**config.mk**
```make
export PLATFORM = sky130hd
export DESIGN_NAME = pll_lock_sequencer_flat
export DESIGN_NICKNAME = d
export VERILOG_FILES = /design/src/rtl/pll_lock_sequencer_pkg.sv /design/src/rtl/pll_lock_sequencer_if.sv /design/src/rtl/pll_lock_sequencer_sync_2ff.sv /design/src/rtl/pll_lock_sequencer.sv /design/src/flat_wrapper.sv
export SDC_FILE = /design/constraint.sdc
export NUM_CORES = 1
export LEC_CHECK = 0
export CAP_MARGIN = 25
export CORE_MARGIN = 8
export CORE_UTILIZATION = 35
export DETAILED_ROUTE_END_ITERATION = 12
export GPL_TIMING_DRIVEN = 0
export PLACE_DENSITY_LB_ADDON = 0.3
export SYNTH_ARGS = -nofsm -noshare
export SYNTH_HDL_FRONTEND = slang
export SYNTH_SLANG_ARGS = --single-unit
```
**constraint.sdc**
```tcl
create_clock -name clk -period 2.2 [get_ports clk]
set_input_delay 0.33 -clock clk [delete_from_list [all_inputs] [get_ports clk]]
set_output_delay 0.33 -clock clk [all_outputs]
set_load 0.01 [all_outputs]
```
**src/rtl/pll_lock_sequencer_pkg.sv**
```systemverilog
`default_nettype none
// ============================================================================
// Module   : pll_lock_sequencer_pkg
// Purpose  : Shared state encodings and elaboration helpers for the PLL lock
//            sequencer.
// Revision : 1.0  initial release
// ============================================================================
package pll_lock_sequencer_pkg;

   // Encodings are visible on the STATE status port, so they are fixed values.
   typedef enum logic [2:0] {
      ST_IDLE      = 3'd0,
      ST_PLL_RESET = 3'd1,
      ST_WAIT_LOCK = 3'd2,
      ST_STABLE    = 3'd3,
      ST_RUN       = 3'd4,
      ST_FAIL      = 3'd5
   } state_t;

   // Ceiling log2, used to size the shared timer at elaboration.
   function automatic int clog2(input int value);
      int r;
      r = 0;
      while ((1 << r) < value) r++;
      return r;
   endfunction

endpackage
`default_nettype wire

```
**src/rtl/pll_lock_sequencer_if.sv**
```systemverilog
`default_nettype none
// ============================================================================
// Module   : pll_lock_sequencer_if
// Purpose  : Control, PLL pin and status bundle of the PLL lock sequencer.
//            master = slow-control / board side, slave = sequencer.
// Revision : 1.0  initial release
// ============================================================================
interface pll_lock_sequencer_if #(
   parameter int LOSS_W = 8
);
   logic              enable;
   logic              relock_req;
   logic              pll_locked;
   logic              pll_rst;
   logic              domain_rst;
   logic              ready;
   logic              fail;
   logic [3:0]        retry_cnt;
   logic [LOSS_W-1:0] loss_cnt;
   logic [2:0]        state;

   modport master (
      output enable, relock_req, pll_locked,
      input  pll_rst, domain_rst, ready, fail, retry_cnt, loss_cnt, state
   );

   modport slave (
      input  enable, relock_req, pll_locked,
      output pll_rst, domain_rst, ready, fail, retry_cnt, loss_cnt, state
   );
endinterface
`default_nettype wire

```
**src/rtl/pll_lock_sequencer_sync_2ff.sv**
```systemverilog
`default_nettype none
// ============================================================================
// Module   : sync_2ff
// Purpose  : Two-flop synchronizer for a single asynchronous level, with
//            asynchronous active-high reset to 0.
// Revision : 1.0  initial release
// ============================================================================
module sync_2ff (
   input  wire logic clk,
   input  wire logic rst,
   input  wire logic d,
   output logic      q
);
   logic meta;

   // Two back-to-back flops; the first may go metastable, the second settles it.
   always_ff @(posedge clk or posedge rst) begin
      if (rst) begin
         meta <= 1'b0;
         q    <= 1'b0;
      end else begin
         meta <= d;
         q    <= meta;
      end
   end
endmodule
`default_nettype wire

```
**src/rtl/pll_lock_sequencer.sv**
```systemverilog
`default_nettype none
// ============================================================================
// Module   : pll_lock_sequencer
// Purpose  : Resets the board PLL, qualifies LOCKED (sync, timeout, stability
//            window), retries failed locks and releases the master reset of
//            the PLL-derived clock domains. Runs on the reference clock.
// Revision : 1.0  initial release
// ============================================================================
module pll_lock_sequencer
   import pll_lock_sequencer_pkg::*;
#(
   parameter int RST_CYCLES    = 16,
   parameter int LOCK_TIMEOUT  = 65536,
   parameter int STABLE_CYCLES = 4096,
   parameter int MAX_RETRIES   = 4,
   parameter int LOSS_W        = 8
) (
   input wire logic             clk,
   input wire logic             rst,
   pll_lock_sequencer_if.slave  bus
);
   localparam int MAX_AB = (RST_CYCLES > LOCK_TIMEOUT) ? RST_CYCLES : LOCK_TIMEOUT;
   localparam int MAX_T  = (MAX_AB > STABLE_CYCLES) ? MAX_AB : STABLE_CYCLES;
   localparam int TW     = clog2(MAX_T) + 1;

   state_t            state, state_nx;
   logic [TW-1:0]     timer;
   logic              timer_clr;
   logic [3:0]        retry_cnt, retry_nx, retry_inc;
   logic [LOSS_W-1:0] loss_cnt, loss_nx;
   logic              lk;
   logic              pll_rst, domain_rst, ready, fail;

   sync_2ff u_lock_sync (
      .clk (clk),
      .rst (rst),
      .d   (bus.pll_locked),
      .q   (lk)
   );

   assign retry_inc = retry_cnt + 4'd1;

   // Next-state, timer restart and counter updates; ENABLE=0 overrides everything.
   always_comb begin
      state_nx  = state;
      timer_clr = 1'b0;
      retry_nx  = retry_cnt;
      loss_nx   = loss_cnt;
      if (!bus.enable) begin
         state_nx = ST_IDLE;
         retry_nx = 4'd0;
      end else begin
         case (state)
            ST_IDLE: state_nx = ST_PLL_RESET;
            ST_PLL_RESET: begin
               if (bus.relock_req) begin
                  timer_clr = 1'b1;
                  retry_nx  = 4'd0;
               end else if (timer == TW'(RST_CYCLES - 1)) begin
                  state_nx = ST_WAIT_LOCK;
               end
            end
            ST_WAIT_LOCK: begin
               if (bus.relock_req) begin
                  state_nx = ST_PLL_RESET;
                  retry_nx = 4'd0;
               end else if (lk) begin
                  state_nx = ST_STABLE;
               end else if (timer == TW'(LOCK_TIMEOUT - 1)) begin
                  retry_nx = retry_inc;
                  state_nx = (retry_inc == 4'(MAX_RETRIES)) ? ST_FAIL : ST_PLL_RESET;
               end
            end
            ST_STABLE: begin
               if (bus.relock_req) begin
                  state_nx = ST_PLL_RESET;
                  retry_nx = 4'd0;
               end else if (!lk) begin
                  // Short dropout: requalify without touching the PLL.
                  state_nx = ST_WAIT_LOCK;
               end else if (timer == TW'(STABLE_CYCLES)) begin
                  // RUN is taken on the edge after STABLE_CYCLES locked
                  // cycles have been fully spent in STABLE.
                  state_nx = ST_RUN;
                  retry_nx = 4'd0;
               end
            end
            ST_RUN: begin
               if (!lk) begin
                  state_nx = ST_PLL_RESET;
                  if (loss_cnt != '1) loss_nx = loss_cnt + LOSS_W'(1);
               end else if (bus.relock_req) begin
                  state_nx = ST_PLL_RESET;
               end
            end
            ST_FAIL: begin
               if (bus.relock_req) begin
                  state_nx = ST_PLL_RESET;
                  retry_nx = 4'd0;
               end
            end
            default: state_nx = ST_IDLE;
         endcase
      end
      if (state_nx != state) timer_clr = 1'b1;
   end

   // State, timer, counters and registered outputs derived from the next state.
   always_ff @(posedge clk or posedge rst) begin
      if (rst) begin
         state      <= ST_IDLE;
         timer      <= '0;
         retry_cnt  <= 4'd0;
         loss_cnt   <= '0;
         pll_rst    <= 1'b1;
         domain_rst <= 1'b1;
         ready      <= 1'b0;
         fail       <= 1'b0;
      end else begin
         state     <= state_nx;
         retry_cnt <= retry_nx;
         loss_cnt  <= loss_nx;
         if (timer_clr)        timer <= '0;
         else if (timer != '1) timer <= timer + TW'(1);
         pll_rst    <= (state_nx == ST_IDLE) || (state_nx == ST_PLL_RESET) ||
                       (state_nx == ST_FAIL);
         domain_rst <= (state_nx != ST_RUN);
         ready      <= (state_nx == ST_RUN);
         fail       <= (state_nx == ST_FAIL);
      end
   end

   assign bus.pll_rst    = pll_rst;
   assign bus.domain_rst = domain_rst;
   assign bus.ready      = ready;
   assign bus.fail       = fail;
   assign bus.retry_cnt  = retry_cnt;
   assign bus.loss_cnt   = loss_cnt;
   assign bus.state      = state;
endmodule
`default_nettype wire

```
**src/flat_wrapper.sv**
```systemverilog
// flat-port wrapper written by rule: the top's interface ports become plain ports
module pll_lock_sequencer_flat import pll_lock_sequencer_pkg::*;
#(
   parameter int RST_CYCLES    = 16,
   parameter int LOCK_TIMEOUT  = 65536,
   parameter int STABLE_CYCLES = 4096,
   parameter int MAX_RETRIES   = 4,
   parameter int LOSS_W        = 8
)
  (clk, rst, bus_enable, bus_relock_req, bus_pll_locked, bus_pll_rst, bus_domain_rst, bus_ready, bus_fail, bus_retry_cnt, bus_loss_cnt, bus_state);
  pll_lock_sequencer_if #(.LOSS_W(LOSS_W)) bus_i ();
  input wire logic clk;
  input wire logic rst;
  input wire logic [$bits(bus_i.enable)-1:0] bus_enable;
  input wire logic [$bits(bus_i.relock_req)-1:0] bus_relock_req;
  input wire logic [$bits(bus_i.pll_locked)-1:0] bus_pll_locked;
  output wire logic [$bits(bus_i.pll_rst)-1:0] bus_pll_rst;
  output wire logic [$bits(bus_i.domain_rst)-1:0] bus_domain_rst;
  output wire logic [$bits(bus_i.ready)-1:0] bus_ready;
  output wire logic [$bits(bus_i.fail)-1:0] bus_fail;
  output wire logic [$bits(bus_i.retry_cnt)-1:0] bus_retry_cnt;
  output wire logic [$bits(bus_i.loss_cnt)-1:0] bus_loss_cnt;
  output wire logic [$bits(bus_i.state)-1:0] bus_state;
  assign bus_i.enable = bus_enable;
  assign bus_i.relock_req = bus_relock_req;
  assign bus_i.pll_locked = bus_pll_locked;
  assign bus_pll_rst = bus_i.pll_rst;
  assign bus_domain_rst = bus_i.domain_rst;
  assign bus_ready = bus_i.ready;
  assign bus_fail = bus_i.fail;
  assign bus_retry_cnt = bus_i.retry_cnt;
  assign bus_loss_cnt = bus_i.loss_cnt;
  assign bus_state = bus_i.state;
  pll_lock_sequencer #(.RST_CYCLES(RST_CYCLES), .LOCK_TIMEOUT(LOCK_TIMEOUT), .STABLE_CYCLES(STABLE_CYCLES), .MAX_RETRIES(MAX_RETRIES), .LOSS_W(LOSS_W)) u_core (.clk(clk), .rst(rst), .bus(bus_i));
endmodule
```
# [Yosys cells after proc, flatten, opt, wreduce, memory -nomap -nowiden]
# Cells that the tools add are included.
[totals] ff_bits=38 output_inout_bits=19 elab_cells=72
[op_classes] add_sub_neg=3 eq_ne=22 mux=28 bitwise=1 n_reduce_logical=8
[op_table] op="$mux 3" count=12
[op_table] op="$mux 17" count=2
[op_table] op="$mux 4" count=8
[op_table] op="$pmux 3 s6" count=1
[op_table] op="$add 17x1->17 const B" count=1
[op_table] op="$eq 17x13->1 const B" count=1
[op_table] op="$eq 17x16->1 const B" count=1
[op_table] op="$eq 17x4->1 const B" count=1
[op_table] op="$ne 17x17->1 const B" count=1
[op_table] op="$eq 3x3->1 const B" count=4
[op_table] op="$pmux 4 s3" count=1
[op_table] op="$add 8x1->8 const B" count=1
[op_table] op="$ne 4x3->1 const B" count=2
[op_table] op="$ne 4x4->1 const B" count=2
[op_table] op="$ne 8x8->1 const B" count=1
[op_table] op="$eq 3x1->1 const B" count=2
[op_table] op="$eq 3x2->1 const B" count=2
[op_table] op="$logic_not 3->1" count=2
[op_table] op="$reduce_and 6->1" count=1
[op_table] op="$add 4x1->4 const B" count=1
[op_table] op="$eq 4x3->1 const B" count=1
[op_table] op="$mux 1" count=4
[op_table] op="$ne 4x2->1 const B" count=1
[op_table] op="$reduce_and 4->1" count=1
[op_table] op="7 further kinds" count=8

# [Depth between registers and ports, before layout]
[logic_depth] ltp_word=11 mapped_depth=11 ltp_nobuf=10

# [Modules after synthesis]
# From an unflattened synthesis, not the netlist that was laid out.
[hier_totals] cells_unflattened=213 area_unflattened_um2=2147.1
[by_module_without_submodules] mod="pll_lock_sequencer" n_inst=1 cells_per_inst=210 area_per_inst_um2=2093.3 seq_area_each_um2=903.4
[by_module_without_submodules] mod="sync_2ff" n_inst=1 cells_per_inst=3 area_per_inst_um2=53.8 seq_area_each_um2=50.0

# [Worst setup path before layout]
# OpenSTA, ideal clock, no wires.
[synth_path] path_type="register to register" from="reg u_core.timer[0]" to="reg u_core.timer[5]" setup_time_ps=120 t_arrival_ps=2271 slack_ps=-191 path_stages_with_launch=12 synth_period_minus_slack_ps=2391 path_cell_list="dfrtp_1 -> ha_1 -> nand4_1 -> nor3_1 -> ha_1 -> or3b_1 -> a21o_1 -> a41oi_4 -> o21ai_2 -> mux2i_4 -> buf_12 -> nor3_2"
[synth_between] elab_chain_cells=9 elab_cells_between_ends=20
[synth_lines] element="from (decl)" line_no="pll_lock_sequencer.sv:27" source="logic [TW-1:0] timer;"
[synth_lines] element="from (signal assigned)" line_no="pll_lock_sequencer.sv:124" source="else if (timer != '1) timer <= timer + TW'(1);"
[synth_lines] element="$eq 17x13->1 or $eq 17x16->1 (tied branches)" line_no="pll_lock_sequencer.sv:81, pll_lock_sequencer.sv:69"
[synth_lines] element="$mux 3 (on tied branches)" line_no="pll_lock_sequencer.sv:81, pll_lock_sequencer.sv:69"
[synth_lines] element="$mux 3 (on tied branches)" line_no="pll_lock_sequencer.sv:78, pll_lock_sequencer.sv:67"
[synth_lines] element="$mux 3 (on tied branches)" line_no="pll_lock_sequencer.sv:75, pll_lock_sequencer.sv:64"
[synth_lines] element="$pmux 3 s6 *" line_no="pll_lock_sequencer.sv:53" source="case (state)"
[synth_lines] element="$mux 3 *" line_no="pll_lock_sequencer.sv:49" source="if (!bus.enable) begin"
[synth_lines] element="named net u_core.state_nx[0]" line_no="pll_lock_sequencer.sv:26" source="state_t state, state_nx;"
[synth_lines] element="$ne 3x3->1 *" line_no="pll_lock_sequencer.sv:105" source="if (state_nx != state) timer_clr = 1'b1;"
[synth_lines] element="$mux 1 *" line_no="pll_lock_sequencer.sv:105"
[synth_lines] element="$mux 17 or $reduce_bool 2->1 (tied branches)"
# Mark *: on every way through the listed nets, which the timed path passes. The rest lies on a longest branch. The select of a mux whose other input is x is not followed.
# A chain may end at the register's enable or synchronous reset.

# [Worst setup path after layout]
[layout_path] from="reg u_core.timer[1]" to="reg u_core.timer[7]"
# Same word-level chain as after synthesis.

==> flow_summary.ini <==
[hold_path]
hold_end = u_core.u_lock_sync.q
hold_depth = 0
worstHoldStart = u_core.u_lock_sync.meta
hold_path_class = flop to flop

[synth]
yosys_warnings = 0
synth_area_leaders = dfrtp_1 41%, nor3_2 4.6%, xnor2_1 4.4%, xor2_1 4.0%, ha_1 3.5%
yosysSeqAreaShare_pct = 43.84
synth_edf_count = 0
ys.flop_type = dfrtp_1
synthesis.nets = 222
async_flop_share_pct = 100.0
synth.cell_area_mm2 = 0.002175
synthTopCellsByCount = 36 x dfrtp_1, 17 x nor2_1, 14 x nand2_1
syn_area_per_cell_um2 = 10.31
synth_cell_type_count = 48
ys_seq_elements = 38
synth_most_common_cell = dfrtp_1
syn_inst = 211
synth_top_area_share_pct = 41.43
synth_top_area_cell = dfrtp_1

[worst_setup_path]
start_kind = flop
worstPathArrival_ns = 2.55
r2r_start = u_core.timer[1]
critPathMaxFanout = 10
setup.worst_path.end_class = flop
critPathRequiredTime_ns = 2.38
worstReg2RegEnd = u_core.timer[7]
r2r_slack_ns = -0.17
setup.worst_path.class = flop to flop
reg2regPathDepth = 11

[sta]
setup_slack_ns = -0.1724
tightest_slew_ns = 0.7840
finalCritPeriodShare_pct = 107.8
period_minus_slack_ns = 2.372
slew_headroom_pct = 47.66
setup_viol = 20
fmaxAchievable_mhz = 421.5
slew_viol_final = 0
fin_skew_ns = 0.004644
finalSetupTns_ns = -3.073
grt_setup_unrepaired = true
hold_viol = 0

[floorplan]
fp.coreArea_mm2 = 0.005956
die_x_um = 94.83
num_io_pins = 24
start_util_pct = 36.51
dieArea_mm2 = 0.008992
rows = 28
chipHeight_um = 94.83

[grt]
grt.total_usage_pct = 11.54
grt_overflow = 0
grt_pass1_wl_um = 8238
grt_max_degree = 39
grt_antenna_before_repair = 0
grt_pass1_vias = 1729

[placement]
dp_hpwl_um = 3237
io_buffers = 21
gp_congestion = 0.7799

[final_layout]
area_growth_pct = 31.82
n_antenna_cell = 0
final_layout_size_suffix_gt1_share_pct = 29.57
fin_nets = 267
final_core_util_pct = 48.13
fill_cells = 564

[detailed_routing]
drtIter0Drc = 54
met2WireLength_um = 2397
wl_met3_um = 209
wl_per_cell_um = 14.30
vias_per_cell = 5.087
m1WireLength_um = 2066
firstDrtPassIters = 4
top_layer_used = met4
wirelength_um = 4747
vias = 1689
ant_nets = 0
drc = 0

[clock_tree]
cts_root_buf = clkbuf_8
tritoncts = yes
hold_buffers = 0
clkSlewWorstSetupHoldPaths_ns = 0.07
cts_buffers = 5
htree_levels = 2
cts.sinks = 38
clock_latency_ns = 0.29
cts.path.max_buffers = 2

[run_status]
status = finished with violations
violations = setup timing

[power_and_ir_drop]
p_per_area_mw_per_mm2 = 571.9
leakage_nw = 1.210
irDropWorstVdd_mv = 0.3331

[run]
max_cap_viol_count = 0
-- metrics by stage --
stage	total power [mW]	hold WS [ns]	worst slack (ns)	area, um2	std cells
floorplan	0.9465	0.3312	-0.09629	2202	211
global placement	0.9987	0.3369	-0.3753	2506	307
detailed placement	1.008	0.3491	-0.4316	2506	307
CTS	1.640	0.3646	-0.1561	2818	331
global route	1.723	0.3740	-0.2627	2867	332
finish	1.639	0.3638	-0.1724	2867	332
-- placed cells by master, fill, tap and decap left out, types with 4 or more instances in the layout --
master            n
nand4_1           5
xnor2_1          11
dfrtp_1          34
nor3_1            5
inv_1            10
xor2_1           10
nand3_1          11
buf_4            18
nand2_1          14
nor4_2            4
nor3_2           15
clkbuf_8          8
clkdlybuf4s50_1  21
nor2_1           17
a21oi_1           4
ha_1              4
-- area by class of cell --
class	instances	area, um2	share of cell area (%)
Buffer	8	75.07	2.619
Clock buffer	8	110.1	3.841
Inverter	11	41.29	1.440
Multi-Input combinational cell	153	1220	42.56
Sequential cell	38	955.9	33.35
Tap cell	75	93.84	3.274
Timing Repair Buffer	39	370.4	12.92
-- power breakdown --
| part | switching (mW) | internal [mW] | total [mW] |
|---|---|---|---|
| Sequential | 0.0336 | 0.727 | 0.761 |
| Clock | 0.243 | 0.316 | 0.559 |
| Combinational | 0.163 | 0.156 | 0.319 |
| Total | 0.439 | 1.20 | 1.64 |
-- kinds of logic after synthesis --
kind of cell	count (synthesis)	synth area share, %
multiplexers	5	2.934
AO/OA/AOI/OAI	23	8.516
flip-flops	38	43.84
XOR/XNOR	21	8.458
adder cells (fa/ha/maj)	6	3.452
AND/OR/NAND/NOR	98	27.45
buffers and inverters	20	5.351
-- worst max path at each step --
stage / startpoint / end / slack, ns / cells after the start
2_1_floorplan: u_core.timer[1] / u_core.timer[5] / -0.1 / 11
3_3_place_gp: u_core.timer[3] / u_core.timer[13] / -0.38 / 10
3_5_place_dp: u_core.timer[3] / u_core.timer[13] / -0.43 / 10
4_1_cts: u_core.timer[1] / u_core.timer[2] / -0.16 / 11
5_1_grt: u_core.timer[3] / u_core.timer[7] / -0.26 / 11
6_report: u_core.timer[1] / u_core.timer[7] / -0.17 / 11
-- state kept, by name (all words and copies together) (netlist names) --
register	count
u_core.timer	17
u_core.bus.loss_cnt	8
u_core.bus.retry_cnt	4
u_core.bus.state	3
u_core.bus.domain_rst	1
u_core.bus.fail	1
u_core.bus.pll_rst	1
u_core.bus.ready	1
u_core.u_lock_sync.meta	1
u_core.u_lock_sync.q	1
-- layer usage --
| metal | vias to the layer above | GRT usage (%) |
|---|---|---|
| met5 | - | 0 |
| met4 | 0 | 4.421 |
| met3 | 11 | 2.698 |
| met2 | 25 | 19.70 |
| met1 | 818 | 13.73 |
| li1 | 835 | - |
-- repair_timing --
| action | 4_1_cts | 5_1_grt |
|---|---|---|
| pin swaps | 0 | 2 |
| buffers inserted | 17 | 1 |
| setup endpoints to repair | 24 | 25 |
| gates resized for setup | 11 | 8 |
-- critical path: stages (launching register included) --
cell and delay (ns):
dfrtp_1 0.39, ha_2 0.19, nand4_1 0.14, nor3_4 0.06, ha_2 0.18, or3b_1 0.35
a21o_1 0.19, a41oi_4 0.17, o21ai_4 0.12, mux2i_4 0.25, buf_12 0.18, nor3_2 0.05
Note: power is estimated with default switching activity, not from simulation.
